===== src/rtl/fifo_result_reader.sv =====
// fifo_result_reader: pops 2N result words from a result FIFO (one-cycle
// read latency), assembles them into res_out[0..2N-1] in pop order and
// presents them with a valid/ready handshake. One operation at a time.
// Optional macro READER_CNT_EN adds an 8-bit wrapping count of completed
// transfers on op_count; without it op_count is tied to zero.
module fifo_result_reader #(
  parameter int N     = 2,
  parameter int WIDTH = 15 + N
) (
  input  logic             clk,
  input  logic             rst,
  input  logic [WIDTH-1:0] fifo_dout,
  input  logic             empty,
  output logic             rd_en,
  output logic [WIDTH-1:0] res_out [2*N-1:0],
  output logic             res_valid,
  input  logic             res_ready,
  output logic [7:0]       op_count
);

  localparam int WORDS = 2 * N;
  localparam int CW    = $clog2(WORDS + 1);
  localparam logic [CW-1:0] LAST    = CW'(WORDS);
  localparam logic [CW-1:0] LAST_M1 = CW'(WORDS - 1);

  typedef enum logic {FILL, HOLD} state_t;

  state_t        state, state_nx;
  logic          armed;     // low until the first clock edge out of reset
  logic          rd_pend;   // a pop was issued last cycle; data is on fifo_dout now
  logic [CW-1:0] issued;
  logic [CW-1:0] captured;
  logic          xfer;

  assign xfer = (state == HOLD) && res_valid && res_ready;

  // Next-state: leave FILL on the edge the last word lands, leave HOLD on transfer
  always_comb begin
    state_nx = state;
    case (state)
      FILL: if (rd_pend && captured == LAST_M1) state_nx = HOLD;
      HOLD: if (xfer) state_nx = FILL;
      default: state_nx = FILL;
    endcase
  end

  // Pop request: only while filling, FIFO has data and pops remain for this op
  always_comb begin
    rd_en = armed && (state == FILL) && !empty && (issued < LAST);
  end

  // Control state, pop/capture counters and registered valid
  always_ff @(posedge clk or negedge rst) begin
    if (!rst) begin
      state     <= FILL;
      armed     <= 1'b0;
      rd_pend   <= 1'b0;
      issued    <= '0;
      captured  <= '0;
      res_valid <= 1'b0;
    end else begin
      state     <= state_nx;
      armed     <= 1'b1;
      rd_pend   <= rd_en;
      res_valid <= (state_nx == HOLD);
      if (xfer) begin
        issued   <= '0;
        captured <= '0;
      end else begin
        if (rd_en)   issued   <= issued + CW'(1);
        if (rd_pend) captured <= captured + CW'(1);
      end
    end
  end

  // Per-word result registers: each grabs fifo_dout when its index is next
  for (genvar k = 0; k < WORDS; k++) begin : g_word
    always_ff @(posedge clk or negedge rst) begin
      if (!rst)
        res_out[k] <= '0;
      else if (rd_pend && captured == CW'(k))
        res_out[k] <= fifo_dout;
    end
  end

`ifdef READER_CNT_EN
  logic [7:0] op_cnt_q;

  // Completed-transfer counter, wraps naturally at 8 bits
  always_ff @(posedge clk or negedge rst) begin
    if (!rst)      op_cnt_q <= '0;
    else if (xfer) op_cnt_q <= op_cnt_q + 8'd1;
  end

  assign op_count = op_cnt_q;
`else
  assign op_count = '0;
`endif

endmodule


===== config.mk =====
export PLATFORM = sky130hd
export DESIGN_NAME = fifo_result_reader
export DESIGN_NICKNAME = d
export VERILOG_FILES = /design/src/rtl/fifo_result_reader.sv
export SDC_FILE = /design/constraint.sdc
export NUM_CORES = 1
export LEC_CHECK = 0
export ABC_CLOCK_PERIOD_IN_PS = 4100
export CAP_MARGIN = 20
export CORE_UTILIZATION = 49
export DETAILED_ROUTE_END_ITERATION = 8
export PLACE_DENSITY = 0.95
export SLEW_MARGIN = 20
export SYNTH_ARGS = -nofsm -noshare
export SYNTH_HDL_FRONTEND = slang
export SYNTH_SLANG_ARGS = --single-unit

===== constraint.sdc =====
create_clock -name clk -period 4.1 [get_ports clk]
set_input_delay 0.82 -clock clk [delete_from_list [all_inputs] [get_ports clk]]
set_output_delay 0.82 -clock clk [all_outputs]
set_load 0.02 [all_outputs]

==> results.py, run 1 <==
metrics = {
    "place": {
        "dp_hpwl_microns": 3990,
        "gp_congestion": 0.685,
        "port_buffers": 90,
        "dp_slack_ns": 0.836,
    },
    "pwr": {
        "power_mw": 3.63,
        "seqPwrFrac_pct": 37.0,
        "power.internal_mw": 2.38,
        "power_frac_comb_pct": 45.6,
        "clkPwrFrac_pct": 17.4,
        "switching_share_pct": 34.3,
        "power.density_mw_per_mm2": 863,
        "switching_power_mw": 1.25,
        "p_leak_nw": 1.83,
        "ir_drop_v": 0.000532,
    },
    "clocking": {
        "cts.repair.resized": 0,
        "cts_root_buf": "clkbuf_8",
        "clock-sinks": 77,
        "worstSkewPairLatency_ns": 0.34,
        "cts_hold_buf": 0,
        "clock_path_buffers": 2,
        "clk_pin_slew_ns": 0.08,
        "cts_setup_buffers": 0,
        "htree_levels": 3,
        "cts_tree": "done",
        "numCtsBuffers": 9,
    },
    "floorplan": {
        "pin_count": 99,
        "chipHeight_microns": 81.1,
        "core_sq_mm": 0.00599,
        "start_util_pct": 51.1,
        "dieArea_sq_mm": 0.00657,
        "row_count": 28,
        "chipWidth_microns": 81.1,
    },
    "layout": {
        "final_common_cell": "clkdlybuf4s50_1",
        "mostFrequentLayoutCells": "clkdlybuf4s50_1, dfrtp_1, mux2_2",
        "n_antenna_cell": 0,
        "fin_nets": 311,
        "multi_input_area_sq_mm": 0.00105,
        "final-seq-area_sq_mm": 0.00193,
        "n_fill_cell": 407,
        "drive_above_1_share_pct": 32.5,
        "area_delta_synth_final_pct": 37.3,
    },
    "timing": {
        "whs_ns": 0.489,
        "tightest_slew_ns": 0.950,
        "clock_skew_ns": 0.00837,
        "final.setup.worst_slack_ns": 0.840,
        "fmax_mhz": 307,
        "finalSetupViolations": 0,
        "period_minus_slack_ns": 3.26,
        "slew_headroom_pct": 36.7,
        "setup-tns-final_ns": 0,
        "rsz0062_at_grt": "no",
        "drv_slew": 0,
        "finalHoldViolCount": 0,
        "fin_crit_sh_pct": 79.5,
    },
    "critical_path": {
        "cpLargestDelayFamily": "buffers and inverters",
        "crit_type": "input port to output pin",
        "path_buf_inv": 3,
        "path_cells": "clkdlybuf4s50_1 -> or4b_4 -> inv_1 -> clkdlybuf4s50_1",
        "worstPathRequired_ns": 3.28,
        "critPathCaptureType": "output pin",
        "ff2ff_path_depth": 4,
        "critPathArrivalTime_ns": 2.44,
        "cpPeakStageDelay_ns": 0.60,
        "startpoint_type": "input port",
        "path_common_cell": "clkdlybuf4s50_1",
        "crit_cells": 4,
        "critPathMaxFanout": 3,
        "cp_slowest_cell": "clkdlybuf4s50_1",
        "regToRegSetupSlack_ns": 2.36,
    },
    "min_path": {
        "hp-class": "flip-flop to flip-flop",
        "hold_depth": 1,
    },
    "yosys": {
        "syn_area_per_cell_sq_um": 16.1,
        "synth_edf_count": 0,
        "ys_dominant_reg_cell": "dfrtp_1",
        "synthCells": 190,
        "synth.distinct_cells": 21,
        "synth_area_sq_mm": 0.00306,
        "yosysSeqAreaShare_pct": 62.9,
        "yosysWarnings": 0,
        "async_flop_share_pct": 100,
        "ys_ff_latch": 77,
    },
    "outcome": {
        "status": "finished, final reports clean",
    },
    "route": {
        "wl_per_cell_microns": 16.4,
        "drt_first_iter_violations": 60,
        "wl_microns": 5980,
        "viasPerCell": 5.12,
        "drtPass1Iterations": 4,
        "antenna_left": 0,
        "vias": 1865,
        "drcViolationCount": 0,
    },
    "global_routing": {
        "antenna_found_initial": 0,
        "grt_max_degree": 78,
        "track_usage_pct": 19.3,
        "grt_pass1_wl_microns": 9190,
        "first_global_vias": 1895,
        "overflow": 0,
    },
    "job": {
        "max_cap_violations": 0,
    },
}
-- path summary, 6_finish.rpt --
check,startpoint,endpoint
min in group asynchronous,rst,state$_DFF_PN0_
hold / removal,issued[0]$_DFFE_PN0P_,issued[0]$_DFFE_PN0P_
max in group asynchronous,rst,res_out[6]$_DFFE_PN0P_
hold reg to reg,issued[0]$_DFFE_PN0P_,issued[0]$_DFFE_PN0P_
setup / recovery,empty,rd_en
setup reg to reg,captured[0]$_DFFE_PN0P_,res_out[57]$_DFFE_PN0P_
-- metal layers --
| layer | part of all wire (%) | GRT usage, % |
|---|---|---|
| met1 | 42 | 23.8 |
| met2 | 51 | 31.3 |
| met4 | 1.0 | 9.11 |
| met3 | 6.1 | 5.28 |
| met5 | 0 | 0 |
-- cell usage after synthesis (all sizes together), types with 2 or more instances --
master | instances | area share (%)
dfrtp | 77 | 63
mux2 | 69 | 25
buf | 14 | 3.2
ha | 6 | 2.5
inv | 4 | 0.49
mux2i | 3 | 0.98
nand3b | 3 | 1.1
a21boi | 2 | 0.49
a21oi | 2 | 0.33
conb | 2 | 0.25
-- registers in the layout, summed over array words and instances (netlist names) --
name and count:
armed 1, res_out 68, issued 3, captured 3, state 1, rd_pend 1
-- kinds of logic after synthesis --
kind of cell    count (synthesis)  share of synthesized area, %
compound gates                  6                          1.43
xor+xnor                        1                         0.286
fa+ha+maj                       6                          2.45
buf+inv                        18                          3.72
flops                          77                          62.9
mux                            72                          26.5
other cells                     2                         0.245
simple gates                    8                          2.49
-- power by group through the flow --
stage | clock, mW | sequential [mW] | combinational, mW
after floorplan | 0 | 1.76 | 0.421
after global placement | 0 | 1.33 | 1.63
after detailed placement | 0 | 1.35 | 1.67
after CTS | 0.644 | 1.34 | 1.67
after global routing | 0.674 | 1.39 | 1.75
final | 0.631 | 1.34 | 1.65
-- metrics by stage --
step	cell area [sq um]	util, %	cells
2_1_floorplan	3090	-	197
3_3_place_gp	3980	66.5	348
3_5_place_dp	3980	66.5	348
4_1_cts	4200	70.2	364
5_1_grt	4200	70.2	364
6_report	4200	70.2	364
-- area by class of cell --
class	instances	area share, %
sequential	77	45.8
multi-input combinational	102	24.9
timing repair buffer	90	21.4
clock buffer	9	2.95
clock inverter	7	2.32
tap	75	2.23
inverter	4	0.357
-- worst register-to-register path, cell delays in order, from the launching register on --
cell and delay (ns):
dfrtp_1 0.43, ha_1 0.22, ha_1 0.18, nand2_2 0.38, mux2_2 0.41
Power figures use the tool's default switching activity.
==> run 2: changes to the inputs <==
- ABC_CLOCK_PERIOD_IN_PS: 4100 -> 2800
- CORE_UTILIZATION: 49 -> 41
- PLACE_DENSITY: 0.95 -> 0.86
- clock period: 4.1 -> 2.8 ns (I/O delays scaled with it)
==> run 2 against run 1 <==
Effect of this change: flip-flop and latch count unchanged; hold slack worse by 0.11 ns; clock power increased by 40%; power up 45%; clock skew fell by 0.0027 ns; worst setup slack got worse by 0.41 ns; via count shrank 0.27%; non-clock buffer count up 1; core utilization fell by 12 points; combinational power is 47% higher; critical path type unchanged; critical endpoint unchanged; highest routed layer unchanged.
==> results.py, run 2 (synthesis results as in run 1) <==
metrics = {
    "outcome": {
        "status": "finished, final reports clean",
    },
    "pwr": {
        "ir_drop_v": 0.000631,
        "power.internal_mw": 3.50,
        "power_frac_comb_pct": 46.0,
        "p_leak_nw": 1.86,
        "switching_power_mw": 1.75,
        "seqPwrFrac_pct": 37.2,
        "power_mw": 5.25,
        "switching_share_pct": 33.4,
        "power.density_mw_per_mm2": 1240,
        "clkPwrFrac_pct": 16.8,
    },
    "timing": {
        "finalHoldViolCount": 0,
        "tightest_slew_ns": 0.953,
        "slew_headroom_pct": 36.5,
        "fin_crit_sh_pct": 84.5,
        "fmax_mhz": 423,
        "finalSetupViolations": 0,
        "drv_slew": 0,
        "whs_ns": 0.379,
        "period_minus_slack_ns": 2.37,
        "setup-tns-final_ns": 0,
        "rsz0062_at_grt": "no",
        "clock_skew_ns": 0.00568,
    },
    "global_routing": {
        "track_usage_pct": 16.4,
        "first_global_vias": 1937,
        "antenna_found_initial": 0,
        "grt_pass1_wl_microns": 9410,
        "overflow": 0,
        "grt_max_degree": 78,
    },
    "critical_path": {
        "critPathMaxFanout": 3,
        "r2r-start": "captured[0]$_DFFE_PN0P_",
        "regToRegSetupSlack_ns": 1.05,
        "crit_type": "input port to output pin",
        "rr_endpoint": "res_out[57]$_DFFE_PN0P_",
        "ff2ff_path_depth": 4,
        "endpoint": "rd_en",
        "critPathCaptureType": "output pin",
        "critPathArrivalTime_ns": 1.81,
        "startpoint_type": "input port",
        "startpoint": "empty",
        "worstPathRequired_ns": 2.24,
    },
    "layout": {
        "top_regs": "res_out x68, captured x3, issued x3",
        "final-seq-area_sq_mm": 0.00193,
        "max_flop_register": "res_out",
        "fin_nets": 312,
        "final_common_cell": "clkdlybuf4s50_1",
        "area_delta_synth_final_pct": 38.3,
        "n_fill_cell": 602,
        "fin_area_sq_mm": 0.00424,
        "n_antenna_cell": 0,
        "postLayoutCoreUtil_pct": 58.4,
        "multi_input_area_sq_mm": 0.00105,
        "mostFrequentLayoutCells": "clkdlybuf4s50_1, dfrtp_1, mux2_2",
        "drive_above_1_share_pct": 32.5,
        "largest_reg_flops": 68,
    },
    "clocking": {
        "clock_path_buffers": 2,
        "htree_levels": 3,
        "cts_tree": "done",
        "clk_pin_slew_ns": 0.07,
        "numCtsBuffers": 9,
        "clock-sinks": 77,
        "worstSkewPairLatency_ns": 0.33,
        "cts_root_buf": "clkbuf_8",
        "cts_setup_buffers": 0,
    },
    "route": {
        "drt_first_iter_violations": 41,
        "drcViolationCount": 0,
        "antenna_left": 0,
        "drtPass1Iterations": 4,
        "viasPerCell": 4.79,
        "wl_microns": 5950,
        "wl_per_cell_microns": 15.3,
        "vias": 1860,
    },
    "floorplan": {
        "pin_count": 99,
        "core_sq_mm": 0.00725,
        "start_util_pct": 42.2,
        "chipHeight_microns": 88.4,
        "row_count": 31,
        "chipWidth_microns": 88.4,
        "dieArea_sq_mm": 0.00782,
    },
    "min_path": {
        "hp-class": "input port to asynchronous set/reset pin",
    },
    "place": {
        "port_buffers": 90,
        "dp_hpwl_microns": 4110,
        "gp_congestion": 0.699,
        "place_area_sq_mm": 0.00402,
    },
    "job": {
        "max_cap_violations": 0,
    },
}
[run 2: cell types whose count changed in the layout (fill, tap and decap cells not counted)]
cell and delta:
clkinvlp_4 -2, dlymetal6s2s_1 +1, clkinv_2 +2, clkbuf_8 +1
buf_4 +1, clkdlybuf4s50_1 -1, inv_6 -2
[run 2: final cells by class]
type / instances / area share, %
Inverter: 4 / 0.355
Clock buffer: 10 / 3.25
Multi-Input combinational cell: 102 / 24.8
Clock inverter: 5 / 1.77
Timing Repair Buffer: 91 / 21.4
Sequential cell: 77 / 45.5
Tap cell: 99 / 2.92
[run 2: stage by stage]
step	cells	worst slack (ns)
final	388	0.434
after global routing	388	0.373
after CTS	388	0.0465
after detailed placement	373	0.0465
after global placement	373	0.0619
after floorplan	197	0.908
[run 2: worst min path at each step]
stage	from	endpoint	slack, ns	cells past startpoint
2_1_floorplan	rst	armed$_DFF_PN0_	0.26	0
3_3_place_gp	issued[0]$_DFFE_PN0P_	issued[0]$_DFFE_PN0P_	0.47	1
3_5_place_dp	issued[0]$_DFFE_PN0P_	issued[0]$_DFFE_PN0P_	0.47	1
4_1_cts	rst	res_out[54]$_DFFE_PN0P_	0.41	1
5_1_grt	rst	res_out[2]$_DFFE_PN0P_	0.45	1
6_report	rst	res_out[2]$_DFFE_PN0P_	0.38	1
[run 2: power groups by stage]
stage	clock network (mW)	logic (mW)	registers, mW
2_1_floorplan	0	0.617	2.57
3_3_place_gp	0	2.38	1.96
3_5_place_dp	0	2.44	1.99
4_1_cts	0.916	2.45	1.97
5_1_grt	0.962	2.58	2.03
6_report	0.884	2.42	1.95
[run 2: worst max-delay path, stage by stage]
cell and delay, ns:
clkdlybuf4s50_1 0.42, or4b_4 0.52, inv_1 0.09, dlymetal6s2s_1 0.22
[run 2: routing by layer]
| metal | GRT usage (%) | part of all wire [%] |
|---|---|---|
| met1 | 19.0 | 41 |
| met2 | 28.0 | 50 |
| met3 | 5.97 | 7.1 |
| met4 | 6.30 | 1.5 |
| met5 | 0 | 0 |
[run 2: timing repair]
action	4_1_cts	5_1_grt
hold buffers	0	0
endpoints found under the setup margin	0	1
resized for setup	0	1
